<file path="src/rtl/fetch_unit.sv">
// fetch_unit: two-stage instruction fetch (ROM address stage + decode register)
// with stall hold and decoder-driven redirect that flushes both in-flight words.
module fetch_unit (
  input  logic        clk,
  input  logic        rst_n,
  input  logic        stall,
  output logic [7:0]  rom_addr,
  output logic        rom_en,
  input  logic [23:0] rom_q,
  input  logic        jump_enable,
  input  logic [7:0]  jump_addr,
  output logic [23:0] instr_data,
  output logic [7:0]  instr_pc,
  output logic        instr_valid
);
  logic [7:0]  r_pc;
  logic [7:0]  r_f1_pc;
  logic        r_f1_valid;
  logic [23:0] r_instr_data;
  logic [7:0]  r_instr_pc;
  logic        r_instr_valid;
  logic        w_advance;
  logic        w_redirect;
  assign w_advance   = !stall;
  assign w_redirect  = jump_enable && r_instr_valid && w_advance;
  assign rom_addr    = r_pc;
  assign rom_en      = w_advance && !w_redirect;
  assign instr_data  = r_instr_data;
  assign instr_pc    = r_instr_pc;
  assign instr_valid = r_instr_valid;
  // Bubbles load zeros so the decoder sees a NOP at pc 0 whenever valid is low.
  always_ff @(posedge clk or negedge rst_n) begin
    if (!rst_n) begin
      r_pc          <= '0;
      r_f1_pc       <= '0;
      r_f1_valid    <= 1'b0;
      r_instr_data  <= '0;
      r_instr_pc    <= '0;
      r_instr_valid <= 1'b0;
    end else if (w_redirect) begin
      r_pc          <= jump_addr;
      r_f1_valid    <= 1'b0;
      r_instr_data  <= '0;
      r_instr_pc    <= '0;
      r_instr_valid <= 1'b0;
    end else if (w_advance) begin
      r_instr_data  <= r_f1_valid ? rom_q : '0;
      r_instr_pc    <= r_f1_valid ? r_f1_pc : '0;
      r_instr_valid <= r_f1_valid;
      r_f1_pc       <= r_pc;
      r_f1_valid    <= 1'b1;
      r_pc          <= r_pc + 8'd1;
    end
  end
endmodule

</file>
<file path="config.mk">
export PLATFORM = sky130hd
export DESIGN_NAME = fetch_unit
export DESIGN_NICKNAME = d
export VERILOG_FILES = /design/src/rtl/fetch_unit.sv
export SDC_FILE = /design/constraint.sdc
export NUM_CORES = 1
export LEC_CHECK = 0
export CAP_MARGIN = 0
export CORE_AREA = 2 2 94 96
export CTS_BUF_LIST = sky130_fd_sc_hd__clkbuf_4
export DETAILED_ROUTE_END_ITERATION = 10
export DIE_AREA = 0 0 96 98
export PLACE_DENSITY_LB_ADDON = 0.15
export SLEW_MARGIN = 20
export SYNTH_ARGS = -nofsm -noshare
export SYNTH_HDL_FRONTEND = slang
export SYNTH_SLANG_ARGS = --single-unit
</file>
<file path="constraint.sdc">
create_clock -name clk -period 1.25 [get_ports clk]
set_input_delay 0.25 -clock clk [delete_from_list [all_inputs] [get_ports clk]]
set_output_delay 0.25 -clock clk [all_outputs]
set_load 0.005 [all_outputs]
</file>
Word level (Yosys, flattened, before mapping)
Index checks and enable logic that the tools add are counted.
{"block": "classes", "n_bitwise": 2, "shift": 0, "n_div": 0, "n_lt_le_gt_ge": 0, "muxes": 12, "add_sub_neg": 1, "reduce_logical": 6, "eq_ne": 1, "mul": 0}
{"operator": "24-bit two-way mux", "count": 3}
{"operator": "8-bit two-way mux", "count": 5}
{"operator": "8-bit by 1-bit adder with 8-bit output, second input constant", "count": 1}
{"operator": "1-bit two-way mux", "count": 4}
{"operator": "1-bit logical AND", "count": 3}
{"operator": "1-bit zero test", "count": 2}
{"operator": "2-bit by 1-bit != test with 1-bit output, second input constant", "count": 1}
{"operator": "1-bit inverter", "count": 2}
{"operator": "2-bit AND reduction", "count": 1}
{"block": "totals", "ff_bits": 50, "out_inout_bits": 42, "elab_cells": 28, "latchBits": 0, "mem_count": 0, "ramBits": 0, "mem_bits_ro": 0, "in_bits": 36}

Logic depth before layout (Yosys ltp)
{"block": "logic_depth", "ltp_word": 4, "ltp_mapped": 6, "depth_no_buf": 4}

Least setup slack after synthesis
No wires, ideal clock.
{"block": "synth_timing", "kind": "register -> register", "start": "register r_pc[0], in the netlist rom_addr[0]", "end": "register r_pc[6], in the netlist rom_addr[6]", "arrival_ns": 1.194, "period_less_slack_ns": 1.330, "required_ns": 1.114, "setup_time_ns": 0.136, "path_stages_with_launch": 5, "setup_slack_ns": -0.080, "path_cell_list": "dfrtp_1 > ha_1 > and3_2 > a311oi_1 > a311oi_1"}
{"block": "synth_via", "elab_chain_cells": 3}
{"element": "start, declared", "line": "16", "text": "logic [7:0] r_pc;"}
{"element": "start signal, assigned", "line": "41", "text": "r_pc <= jump_addr;"}
{"element": "start signal, assigned", "line": "52", "text": "r_pc <= r_pc + 8'd1;"}
{"element": "8-bit by 1-bit adder with 8-bit output", "line": "52"}
{"element": "8-bit two-way mux", "line": "46", "text": "end else if (w_advance) begin"}
{"element": "8-bit two-way mux", "line": "40", "text": "end else if (w_redirect) begin"}
Every way passes these cells. The select of a mux whose other input is x is not followed.
A chain may end at the register's enable or synchronous reset.

Final worst setup path
{"block": "layout_timing", "start": "register r_instr_valid, in the netlist instr_valid", "end": "register r_pc[3], in the netlist rom_addr[3]"}
{"block": "layout_via", "elab_chain_cells": 3, "word_cells_on_any_way": 4}
{"element": "start, declared", "line": "21", "text": "logic r_instr_valid;"}
{"element": "start signal, assigned", "line": "49", "text": "r_instr_valid <= r_f1_valid;"}
{"element": "1-bit logical AND * (2 in series)", "line": "25", "text": "assign w_redirect = jump_enable && r_instr_valid && w_advance;"}
{"element": "2-bit by 1-bit != test with 1-bit output (no source line) / 8-bit two-way mux (equally long branches)"}
Mark *: on every way between the ends. The rest lies on a longest branch, timed or not.

==> out/qor.yml <==
synth-edff-count: 0
synth_area_sq_um: 2040
syn_area_per_cell_sq_um: 13.4
p_int_mw: 3.75
finalMaxSlewViolations: 0
p_sw_mw: 1.70
post_synth_inst_count: 153
fin_area_sq_um: 3420
critPathBufInv: 4
viasPerCell: 4.47
clkPwrFrac_pct: 13.6
grt_util_all_layers_pct: 12.9
wirelength_mm: 5.93
worstPathCellList: "buf_6 -> buf_8 -> buf_4 -> buf_6 -> and3b_1 -> a41oi_2 -> o22a_1"
start_util_pct: 24.2
n_antenna_cell: 0
setup_viol: 53
seqCellArea_sq_um: 1250
postLayoutCoreUtil_pct: 40.4
clk_pin_slew_ps: 150
worst_hold_slack_ps: 367
vias: 1753
die_h_microns: 98
nets: 321
p_per_area_nw_per_um2: 1590
htreeDepth: 2
violations: "negative setup slack"
hold_viol_final: 0
worstMarginPinSlew_ps: 329
grt_pass1_wl_mm: 9.29
cp-end-kind: "flop"
core_region_area_sq_um: 8470
wire_per_inst_microns: 15.1
irDropWorstVdd_mv: 0.660
hpwl_mm: 3.86
die_width_microns: 96
io_pins: 78
outcome: "finished, violations left"
die-area_sq_um: 9410
place_area_sq_um: 3070
p_sw_share_pct: 31.2
grt_max_degree: 51
worstPathArrival_ps: 1740
grt_pass1_vias: 1762
route.detailed.drc: 0
cts_tree: "built"
fin_skew_ps: 11.2
min_period_ps: 1430
ys_types: 33
crit_top_cell: "buf_6"
path_class: "reg -> reg"
cts_root_buffer: "clkbuf_4"
worstPathRequired_ps: 1560
clockBufferDepth: 2
cts_buffers: 5
critical_path.top_delay_family: "buffers and inverters"
combPwrFrac_pct: 45.1
min_path_type: "in -> async"
ys_warn_count: 0
rsz0062_at_grt: "true"
fill_cells: 832
crit_path_start_kind: "flop"
clkLatencyLatePin_ps: 370
ys_seq_area_share_pct: 61.2
num_rows: 34
syn-num-nets: 190
port_buffers: 77
slowest_stage: "dfrtp_1"
grt_overflow: 0
layout-area-overhead-vs-synth_pct: 67.1
slowest_delay_ps: 420
cp_max_fo: 5
drtIter0Drc: 51
fin_crit_sh_pct: 115
setup_slack_ps: -184
synth_flop_cell: "dfrtp_1"
gp_congestion: 0.802
synth_seq_cells: 50
cts.sink_count: 50
synthArstFlopShare_pct: 100
layout-drive-gt1-share_pct: 46.8
leakage_nw: 1.62
power_frac_seq_pct: 41.3
drv_cap: 0
dr.pass1.iters: 4
ant_nets: 0
multi_input_area_sq_um: 825
max_freq_mhz: 697
grt_antenna_before_repair: 0
slew_headroom_pct: 78.0
==> routing by layer <==
layer	track usage, %	wire [microns]
met1	19.1	2890
met2	19.1	2760
met3	2.47	191
met4	3.96	80
met5	0	0
==> per-stage QoR <==
stage,total power [mW],setup WS [ps],instances,TNS [ps]
after floorplan,3.03,-31.4,153,-31.4
after global placement,4.20,-495,350,-19860
after detailed placement,4.21,-493,350,-19450
after CTS,5.23,-193,383,-5040
after global routing,5.84,-240,392,-7840
final,5.44,-184,392,-4760
==> synth_stat cells, drive strengths merged, types with 2 or more instances <==
cell type   n  share of area [%]
dfrtp      50                 61
a22o       32                 14
mux2       10                5.5
buf         9                2.9
o21ai       6                1.5
nand3       5                1.5
a21oi       4               0.98
and2        4                1.2
nand2       4               0.73
a311oi      3                1.3
clkbuf      3               0.55
a22oi       2               0.73
mux2i       2               0.98
nor2        2               0.37
o211ai      2               0.73
==> final timing paths <==
path                       slack (ps)                          to  depth (start not counted)                       start
setup / recovery                 -180     rom_addr[3]$_DFFE_PN0P_                          7     instr_valid$_DFFE_PN0P_
hold / removal                    370  instr_data[19]$_DFFE_PN0P_                          3                       rst_n
setup reg to reg                 -180     rom_addr[3]$_DFFE_PN0P_                          7     instr_valid$_DFFE_PN0P_
hold reg to reg                   520  instr_data[17]$_DFFE_PN0P_                          1  instr_data[17]$_DFFE_PN0P_
max in group asynchronous         610     rom_addr[3]$_DFFE_PN0P_                          3                       rst_n
min in group clk                  380     rom_addr[7]$_DFFE_PN0P_                          5                       stall
==> power groups by stage <==
stage	sequential (mW)	clock, mW	combinational [mW]
4_1_cts	2.24	0.794	2.20
3_5_place_dp	2.36	0	1.86
6_report	2.25	0.739	2.46
3_3_place_gp	2.35	0	1.85
2_1_floorplan	2.36	0	0.669
5_1_grt	2.31	0.858	2.68
==> logic make-up (layout without fill, tap and decap cells) <==
family | Yosys count | count (layout) | synth area share [%]
compound gates | 55 | 55 | 21.4
fa+ha+maj | 1 | 1 | 0.612
buf+inv | 12 | 143 | 3.43
flops | 50 | 50 | 61.2
mux | 12 | 12 | 6.49
simple gates | 23 | 23 | 6.92
==> cell type report <==
type | count | share of cell area (%)
well taps | 108 | 3.95
clock inverters | 2 | 0.439
clock buffers | 5 | 1.10
repair buffers | 136 | 33.7
flip-flops and latches | 50 | 36.7
multi-input cells | 91 | 24.1
==> layout by cell type, fill, tap and decap left out, types with 2 or more instances in the layout <==
master	count
a21oi_1	3
clkdlybuf4s50_1	33
buf_6	17
clkbuf_2	11
and2_1	2
and2_4	2
nand2_1	3
buf_8	3
clkbuf_16	2
nor2_1	2
nand3_1	4
mux2i_1	2
buf_12	2
mux2_2	2
a22oi_2	2
mux2_4	8
o21ai_1	5
a311oi_2	2
dfrtp_1	49
o211ai_1	2
clkbuf_4	5
buf_2	29
clkinvlp_4	2
buf_4	38
a22o_1	32
==> registers in the layout, summed over array words and instances (netlist names) <==
name         cells
instr_valid      1
r_f1_valid       1
instr_data      24
r_f1_pc          8
instr_pc         8
rom_addr         8
==> tightest hold or removal path, stage by stage <==
cell and delay (ps):
dlygate4sd3_1 520, buf_2 120, buf_12 250
==> timing repair <==
action,4_1_cts,5_1_grt
pin swaps,5,6
hold endpoints to repair,50,0
hold buffers,1,0
resized for setup,177,35
setup buffers,23,7
endpoints found under the setup margin,82,64
gates cloned,2,2
No activity file was read; power rests on OpenSTA's default activity.
